[config.mk]
export PLATFORM = sky130hd
export DESIGN_NAME = vga_timing_gen_flat
export DESIGN_NICKNAME = d
export VERILOG_FILES = /design/src/rtl/vga_pkg.sv /design/src/rtl/vga_if.sv /design/src/rtl/vga_timing_gen.sv /design/src/flat_wrapper.sv
export SDC_FILE = /design/constraint.sdc
export NUM_CORES = 1
export LEC_CHECK = 0
export ABC_CLOCK_PERIOD_IN_PS = 3200
export CAP_MARGIN = 10
export CORE_AREA = 2 2 87 89
export CTS_BUF_LIST = sky130_fd_sc_hd__clkbuf_8
export CTS_CLUSTER_SIZE = 14
export DETAILED_ROUTE_END_ITERATION = 6
export DIE_AREA = 0 0 89 91
export HOLD_SLACK_MARGIN = 0.08
export PLACE_DENSITY = 0.7
export SYNTH_ARGS = -nofsm -noshare
export SYNTH_HDL_FRONTEND = slang
export SYNTH_SLANG_ARGS = --single-unit
export TNS_END_PERCENT = 20
[constraint.sdc]
create_clock -name clk -period 3.2 [get_ports clk]
set_clock_uncertainty 0.2 [all_clocks]
set_input_delay 0.64 -clock clk [delete_from_list [all_inputs] [get_ports clk]]
set_output_delay 0.64 -clock clk [all_outputs]
set_load 0.05 [all_outputs]
[src/rtl/vga_pkg.sv]
// Shared constants for the VGA timing generator: default 800x600@60 geometry
// and the widths of the counter, colour and frame-count buses.
package vga_pkg;

    localparam int CNT_W   = 11;
    localparam int RGB_W   = 12;
    localparam int FRAME_W = 16;

    localparam int DEF_H_ACTIVE = 800;
    localparam int DEF_H_FP     = 40;
    localparam int DEF_H_SYNC   = 128;
    localparam int DEF_H_BP     = 88;
    localparam int DEF_H_TOTAL  = DEF_H_ACTIVE + DEF_H_FP + DEF_H_SYNC + DEF_H_BP;

    localparam int DEF_V_ACTIVE = 600;
    localparam int DEF_V_FP     = 1;
    localparam int DEF_V_SYNC   = 4;
    localparam int DEF_V_BP     = 23;
    localparam int DEF_V_TOTAL  = DEF_V_ACTIVE + DEF_V_FP + DEF_V_SYNC + DEF_V_BP;

endpackage

[src/rtl/vga_if.sv]
// Pixel-position and sync bundle passed from the timing generator to the
// draw stages.
interface vga_if;
    import vga_pkg::*;

    logic [CNT_W-1:0] hcount;
    logic [CNT_W-1:0] vcount;
    logic             hsync;
    logic             hblnk;
    logic             vsync;
    logic             vblnk;
    logic [RGB_W-1:0] rgb;

    modport out (output hcount, vcount, hsync, hblnk, vsync, vblnk, rgb);
    modport in  (input  hcount, vcount, hsync, hblnk, vsync, vblnk, rgb);

endinterface

[src/rtl/vga_timing_gen.sv]
// Horizontal/vertical raster counters with registered sync and blanking flags,
// a start-of-frame pulse and a running frame counter.
module vga_timing_gen
    import vga_pkg::*;
#(
    parameter int H_ACTIVE = DEF_H_ACTIVE,
    parameter int H_FP     = DEF_H_FP,
    parameter int H_SYNC   = DEF_H_SYNC,
    parameter int H_BP     = DEF_H_BP,
    parameter int V_ACTIVE = DEF_V_ACTIVE,
    parameter int V_FP     = DEF_V_FP,
    parameter int V_SYNC   = DEF_V_SYNC,
    parameter int V_BP     = DEF_V_BP
) (
    input  logic               clk,
    input  logic               rst,
    input  logic               en,
    vga_if.out                 out,
    output logic               frame_start,
    output logic [FRAME_W-1:0] frame_cnt
);

    localparam int H_TOTAL = H_ACTIVE + H_FP + H_SYNC + H_BP;
    localparam int V_TOTAL = V_ACTIVE + V_FP + V_SYNC + V_BP;

    localparam logic [CNT_W-1:0] H_LAST     = CNT_W'(H_TOTAL - 1);
    localparam logic [CNT_W-1:0] V_LAST     = CNT_W'(V_TOTAL - 1);
    localparam logic [CNT_W-1:0] H_ACT      = CNT_W'(H_ACTIVE);
    localparam logic [CNT_W-1:0] V_ACT      = CNT_W'(V_ACTIVE);
    localparam logic [CNT_W-1:0] H_SYNC_BEG = CNT_W'(H_ACTIVE + H_FP);
    localparam logic [CNT_W-1:0] H_SYNC_END = CNT_W'(H_ACTIVE + H_FP + H_SYNC);
    localparam logic [CNT_W-1:0] V_SYNC_BEG = CNT_W'(V_ACTIVE + V_FP);
    localparam logic [CNT_W-1:0] V_SYNC_END = CNT_W'(V_ACTIVE + V_FP + V_SYNC);

    logic [CNT_W-1:0] h_cnt;
    logic [CNT_W-1:0] v_cnt;
    logic [CNT_W-1:0] h_next;
    logic [CNT_W-1:0] v_next;
    logic             h_wrap;

    always_comb begin
        // NOTE: every output of this block gets a default first, so no path leaves one unassigned and no latch is inferred.
        h_wrap = (h_cnt == H_LAST);
        h_next = h_wrap ? '0 : h_cnt + CNT_W'(1);
        v_next = v_cnt;
        if (h_wrap) begin
            v_next = (v_cnt == V_LAST) ? '0 : v_cnt + CNT_W'(1);
        end
    end

    // NOTE: clocked state uses non-blocking assignments so every process sees the pre-edge values of the others.
    always_ff @(posedge clk) begin
        if (rst) begin
            h_cnt <= '0;
        end else if (en) begin
            h_cnt <= h_next;
        end
    end

    always_ff @(posedge clk) begin
        if (rst) begin
            v_cnt <= '0;
        end else if (en) begin
            v_cnt <= v_next;
        end
    end

    // Flags are computed from the next counter values so they land on the
    // same edge as the counts they describe.
    always_ff @(posedge clk) begin
        if (rst) begin
            out.hsync   <= 1'b0;
            out.hblnk   <= 1'b0;
            out.vsync   <= 1'b0;
            out.vblnk   <= 1'b0;
            frame_start <= 1'b0;
            frame_cnt   <= '0;
        end else begin
            frame_start <= 1'b0;
            if (en) begin
                out.hblnk <= (h_next >= H_ACT);
                out.hsync <= (h_next >= H_SYNC_BEG) && (h_next < H_SYNC_END);
                out.vblnk <= (v_next >= V_ACT);
                out.vsync <= (v_next >= V_SYNC_BEG) && (v_next < V_SYNC_END);
                if (h_next == '0 && v_next == '0) begin
                    frame_start <= 1'b1;
                    frame_cnt   <= frame_cnt + FRAME_W'(1);
                end
            end
        end
    end

    assign out.hcount = h_cnt;
    assign out.vcount = v_cnt;
    assign out.rgb    = '0;

endmodule

[src/flat_wrapper.sv]
// flat-port wrapper written by rule: the top's interface ports become plain ports
module vga_timing_gen_flat import vga_pkg::*;
#(
    parameter int H_ACTIVE = DEF_H_ACTIVE,
    parameter int H_FP     = DEF_H_FP,
    parameter int H_SYNC   = DEF_H_SYNC,
    parameter int H_BP     = DEF_H_BP,
    parameter int V_ACTIVE = DEF_V_ACTIVE,
    parameter int V_FP     = DEF_V_FP,
    parameter int V_SYNC   = DEF_V_SYNC,
    parameter int V_BP     = DEF_V_BP
)
  (clk, rst, en, frame_start, frame_cnt, out_hcount, out_vcount, out_hsync, out_hblnk, out_vsync, out_vblnk, out_rgb);
  vga_if out_i ();
  input  logic clk;
  input  logic rst;
  input  logic en;
  output logic frame_start;
  output logic [FRAME_W-1:0] frame_cnt;
  output wire logic [$bits(out_i.hcount)-1:0] out_hcount;
  output wire logic [$bits(out_i.vcount)-1:0] out_vcount;
  output wire logic [$bits(out_i.hsync)-1:0] out_hsync;
  output wire logic [$bits(out_i.hblnk)-1:0] out_hblnk;
  output wire logic [$bits(out_i.vsync)-1:0] out_vsync;
  output wire logic [$bits(out_i.vblnk)-1:0] out_vblnk;
  output wire logic [$bits(out_i.rgb)-1:0] out_rgb;
  assign out_hcount = out_i.hcount;
  assign out_vcount = out_i.vcount;
  assign out_hsync = out_i.hsync;
  assign out_hblnk = out_i.hblnk;
  assign out_vsync = out_i.vsync;
  assign out_vblnk = out_i.vblnk;
  assign out_rgb = out_i.rgb;
  vga_timing_gen #(.H_ACTIVE(H_ACTIVE), .H_FP(H_FP), .H_SYNC(H_SYNC), .H_BP(H_BP), .V_ACTIVE(V_ACTIVE), .V_FP(V_FP), .V_SYNC(V_SYNC), .V_BP(V_BP)) u_core (.clk(clk), .rst(rst), .en(en), .out(out_i), .frame_start(frame_start), .frame_cnt(frame_cnt));
endmodule
After elaboration in Yosys (flattened, before gate mapping)
Cells that the tools add are included.
{"block": "word_totals", "ff_bits": 43}
{"block": "classes", "muxes": 4, "eq_ne": 2, "n_bitwise": 1, "addsub": 3, "reduce_logical": 7, "order_cmp": 6}
{"operator": "11-bit by 10-bit >= comparator with 1-bit output (second input constant)", "count": 4}
{"operator": "11-bit 2-to-1 mux", "count": 3}
{"operator": "11-bit by 1-bit adder with 11-bit output (second input constant)", "count": 2}
{"operator": "11-bit logical NOT", "count": 2}
{"operator": "11-bit by 10-bit less-than comparator with 1-bit output (second input constant)", "count": 2}
{"operator": "16-bit by 1-bit adder with 16-bit output (second input constant)", "count": 1}
{"operator": "11-bit by 10-bit equality test with 1-bit output (second input constant)", "count": 1}
{"operator": "11-bit equality test (second input constant)", "count": 1}
{"operator": "1-bit logical AND", "count": 3}
{"operator": "2-bit AND reduction", "count": 1}
{"operator": "2-bit OR reduction", "count": 1}
{"operator": "1-bit 2-to-1 mux", "count": 1}
{"operator": "1-bit NOT", "count": 1}

Logic depth before layout (Yosys ltp)
{"block": "logic_depth", "word_depth": 6, "ltp_mapped": 12, "depth_no_buf": 9}

Least setup slack after synthesis
OpenSTA, ideal clock, no wires.
{"block": "synth_timing", "path_type": "register -> register", "startpoint": "reg u_core.v_cnt[0], in the netlist u_core.out.vcount[0]", "endpoint": "reg u_core.frame_cnt[15]", "setup_slack_ns": -0.356, "t_required_ns": 2.877, "period_less_slack_ns": 3.556, "t_arrival_ns": 3.232, "path_stages_with_launch": 11, "cell_sequence": "dfxtp_1 ha_1 clkbuf_1 nor4b_1 and3_1 o21ai_1 a22oi_1 nand4_1 nor4_4 nand4_1 mux2_1"}
{"block": "synth_via", "elab_chain_cells": 6, "elab_cells_between_ends": 7, "cone_classes": "1 x add/sub; 1 x eq/ne; 2 x mux; 3 x reduce/logical"}
{"element": "from (decl)", "line_no": "vga_timing_gen.sv:36", "rtl": "logic [CNT_W-1:0] v_cnt;"}
{"element": "from (signal assigned)", "line_no": "vga_timing_gen.sv:64", "rtl": "v_cnt <= v_next;"}
{"element": "11-bit by 1-bit adder with 11-bit output / 11-bit by 10-bit equality test with 1-bit output (equally long branches)", "line_no": "vga_timing_gen.sv:47", "rtl": "v_next = (v_cnt == V_LAST) ? '0 : v_cnt + CNT_W'(1);"}
{"element": "11-bit 2-to-1 mux", "line_no": "vga_timing_gen.sv:47"}
{"element": "11-bit 2-to-1 mux (*)", "line_no": "vga_timing_gen.sv:46", "rtl": "if (h_wrap) begin"}
{"element": "11-bit logical NOT (*)", "line_no": "vga_timing_gen.sv:85", "rtl": "if (h_next == '0 && v_next == '0) begin"}
{"element": "1-bit logical AND (*)", "line_no": "vga_timing_gen.sv:85"}
{"element": "2-bit AND reduction (no line) (*)"}
{"element": "to (signal assigned)", "line_no": "vga_timing_gen.sv:87", "rtl": "frame_cnt <= frame_cnt + FRAME_W'(1);"}
{"element": "to (decl)", "line_no": "vga_timing_gen.sv:20", "rtl": "output logic [FRAME_W-1:0] frame_cnt"}
Mark *: on every way between the ends. The rest lies on a longest branch, timed or not.
A chain may end at the register's enable or synchronous reset.

Final worst setup path
{"block": "layout_timing", "startpoint": "reg u_core.h_cnt[5], in the netlist u_core.out.hcount[5]", "endpoint": "reg u_core.frame_cnt[6]"}
{"block": "layout_via", "elab_chain_cells": 5, "elab_cells_between_ends": 8, "cone_classes": "1 x add/sub; 1 x eq/ne; 2 x mux; 4 x reduce/logical"}
{"element": "from (decl)", "line_no": "vga_timing_gen.sv:35", "rtl": "logic [CNT_W-1:0] h_cnt;"}
{"element": "from (signal assigned)", "line_no": "vga_timing_gen.sv:56", "rtl": "h_cnt <= h_next;"}
{"element": "11-bit by 1-bit adder with 11-bit output / 11-bit equality test (equally long branches)", "line_no": "vga_timing_gen.sv:44, vga_timing_gen.sv:43"}
{"element": "11-bit 2-to-1 mux, on equally long branches", "line_no": "vga_timing_gen.sv:44, vga_timing_gen.sv:46"}
{"element": "11-bit logical NOT", "line_no": "vga_timing_gen.sv:85"}
{"element": "1-bit logical AND (*)", "line_no": "vga_timing_gen.sv:85"}
{"element": "2-bit AND reduction (no line) (*)"}
Marked as above.

==> results list <==
- TritonCTS built the clock tree.
- In this run the standard cell core region covers 7140 um2.
- Post-DP HPWL: 4970 um
- In this run the static leakage power is roughly 1.2 nW.
* Number of enable-type register cells in the synthesized netlist: 0
* TritonRoute pass-1 iters: 5
- Post-synthesis cell type count: 55
- The Yosys step of the flow raised 0 warnings.
- Cells with a size suffix above 1 make up 16.1% of the layout.
- Wire length of the first global-routing pass: roughly 11000 um
- Entering global routing, the biggest net connects 28 pins.
- Sequential fraction of the synthesis area: 31.2%
- After floorplanning, the core was divided into 31 placement rows.
- The run finished with clean final reports.
- Most frequent standard cell in the layout excluding fill and tap cells: nor2_1
* Total wirelength of the detailed-routed design: 6870 um
* Wire length per cell: 13.5 um
- GRT Overall Usage: between 10% and 20%
* Syn Std Cell Area: 2760 um2
* Worst Tran Pin Value: 629 ps
- The tool flagged a number of max-cap violations equal to 0.
- Initial standard-cell utilization of the core: 38.6%
- Worst-case hold slack: approximately 270 ps
- Power spread over the standard cell area amounts to between 200 and 300 nW/um2.
- After synthesis, the share of flip-flops with an asynchronous set or reset is 0%.
* Total DRC errors in the routed layout: 0
- TritonCTS created 5 clock buffers.
- Gr ovfl total: 0
- Worst Reg-to-Reg Cells: 9
- For the worst setup path, the data arrival time is about 3100 ps.
* Worst relative slew slack: a little under 60%
- Number of antenna violations at the first check in global routing: 0
- Crit Path Max Fanout: 9
- Worst setup path class: reg2reg
* Die footprint: 8100 um2
* Horizontal extent of the die: 89 um
* Endpoint kind of the worst setup timing path: flip-flop
- The later pin in the worst-skew pair is clocked with a latency of roughly 300 ps.
- The clock passes through at most 2 buffers.
- Root cell of the clock tree: clkbuf_8
- 0 antenna diodes ended up in the layout.
- Static timing analysis puts the maximum clock frequency at 317 MHz.
- The number of max-slew violations in the final report came to 0.
* Highest-count cells in the layout ignoring fill and taps: nor2_1, clkdlybuf4s50_1, dfxtp_1, nand2_1, buf_4
- The number of global-route vias before repair is 2409.
- At the end of routability-driven placement, the weighted congestion stood at slightly above 0.9.
- Predominant post-synthesis flop cell: dfxtp_1
- The final count of hold timing violations came to 0.
* ANT nets after route: 0
- Synthesized instance count: 356
- Number of cells on the worst hold path: 2
- Post-layout util: roughly half
- During placement, the flow inserted port buffers numbering 45.
* Area growth syn-to-layout: 29.0%
- The min-delay analysis places its worst path in the category reg2reg.
* Share of the clock period used by the worst path: 98.5%
* Minimum period implied by the final worst setup slack: 3150 ps
- The clock net in this run drives a total of 43 sinks.
- Across the VDD grid, the largest voltage drop is 0.131 mV.
* Chip Height: between 90 and 100 um
- Iteration-0 DRC count of the detailed router: 192
- Total vias in the final route: 2663
* CTS HTree Levels: 2
* Post-synthesis register bit count: 43
* Launching element type of the critical path: flip-flop
- The layout has 709 filler cells.
* Setup repair after global routing missed its margin: true
- Hold repair after CTS inserted 0 buffers.
- Dividing the detail-routed via count by the number of cells gives 5.22.
- Required time at the endpoint of the critical path: 3170 ps
* Total number of nets in the final design: 417
* Average size of a mapped cell: 7.74 um2
- Clock-pin slew was measured on the worst setup and hold paths at 90 ps.
- During I/O placement, the number of pins put on the boundary was 58.
- Setup violations remaining at the end of the flow were counted as 0.
## worst max-delay path, stage by stage (launching register included)
cell,delay (ps)
dfxtp_2,330
or4b_4,530
or3_4,420
o31a_1,330
nor4_2,300
nand3_2,180
buf_6,200
nor4_4,300
xnor2_1,160
nor2_1,60
## final timing paths
path | from | to | slack, ps
max | u_core.out.hcount[5] | u_core.frame_cnt[6] | 50
min reg2reg | u_core.out.hsync | u_core.out.hsync | 270
min | u_core.out.hsync | u_core.out.hsync | 270
max reg2reg | u_core.out.hcount[5] | u_core.frame_cnt[6] | 50
## layout make-up
class | instances | area (um2) | area share (%)
clock buffer | 5 | 68.8 | 1.94
sequential | 43 | 883 | 24.8
timing repair buffer | 70 | 646 | 18.2
clock inverter | 3 | 15.0 | 0.422
inverter | 12 | 45.0 | 1.27
tap | 99 | 124 | 3.48
multi-input combinational | 278 | 1770 | 49.9
## synthesized netlist by cell type, types with 3 or more instances
| cell | n | area [um2] |
|---|---|---|
| nand4_1 | 9 | 56.3 |
| nor3_1 | 8 | 40.0 |
| inv_1 | 12 | 45.0 |
| buf_6 | 3 | 33.8 |
| a21o_1 | 5 | 37.5 |
| o22ai_1 | 3 | 18.8 |
| nor4_2 | 4 | 50.1 |
| o21ai_0 | 14 | 70.1 |
| a211oi_1 | 4 | 30.0 |
| o31ai_1 | 3 | 22.5 |
| buf_4 | 13 | 97.6 |
| xor2_1 | 9 | 78.8 |
| a22oi_1 | 3 | 22.5 |
| and4_1 | 3 | 26.3 |
| xnor2_1 | 17 | 149 |
| clkbuf_1 | 17 | 63.8 |
| and2_1 | 5 | 31.3 |
| nand2_1 | 26 | 97.6 |
| mux2i_1 | 4 | 40.0 |
| a21oi_1 | 21 | 105 |
| dfxtp_1 | 43 | 861 |
| nand3_1 | 21 | 105 |
| and3_1 | 9 | 56.3 |
| ha_1 | 4 | 50.1 |
| nor4_1 | 8 | 50.1 |
| nor2_1 | 49 | 184 |
## sequential cells by signal (all words and copies together) (netlist names)
name,count
u_core.out.vblnk,1
u_core.out.hsync,1
u_core.out.hcount,11
u_core.frame_start,1
u_core.frame_cnt,16
u_core.out.hblnk,1
u_core.out.vcount,11
u_core.out.vsync,1
## per-layer routing
metal / vias up / routed length (um) / part of all wire (%) / track usage, %
met4: 0 / 61 / 0.89 / 3.86
li1: 1338 / - / - / -
met2: 79 / 3100 / 45 / 26.3
met5: - / 0 / 0 / 0
met1: 1240 / 3310 / 48 / 24.9
met3: 6 / 400 / 5.8 / 3.64
## report_power, final
group | leakage (nW) | internal (mW) | switching [mW]
Sequential | 0.354 | 0.539 | 0.00982
Clock | 0.0496 | 0.150 | 0.197
Combinational | 0.841 | 0.0354 | 0.0978
## through the flow
stage / instance area [um2] / power, mW / TNS [ps] / setup slack [ps] / instances
2_1_floorplan: 2830 / 0.669 / 0 / 11.4 / 367
3_3_place_gp: 3380 / 0.688 / 0 / 113 / 501
3_5_place_dp: 3380 / 0.689 / -4.93 / -4.93 / 501
4_1_cts: 3470 / 1.04 / 0 / 12.7 / 509
5_1_grt: 3560 / 1.07 / -126 / -34.7 / 510
6_report: 3560 / 1.03 / 0 / 47.7 / 510
## cell families after synthesis
kind of cell	Yosys count	synth area share [%]
adder cells (fa/ha/maj)	4	1.82
buffers and inverters	46	8.85
AO/OA/AOI/OAI	68	15.7
multiplexers	7	2.68
AND/OR/NAND/NOR	161	31.4
XOR/XNOR	26	8.26
flip-flops	43	31.2
other	1	0.136
## timing repair
item | CTS | global route
setup endpoints to repair | 1 | 10
pin swaps | 0 | 1
endpoints found under the hold margin | 0 | 0
setup buffers | 0 | 1
resized for setup | 1 | 12
Note: power is estimated with default switching activity, not from simulation.
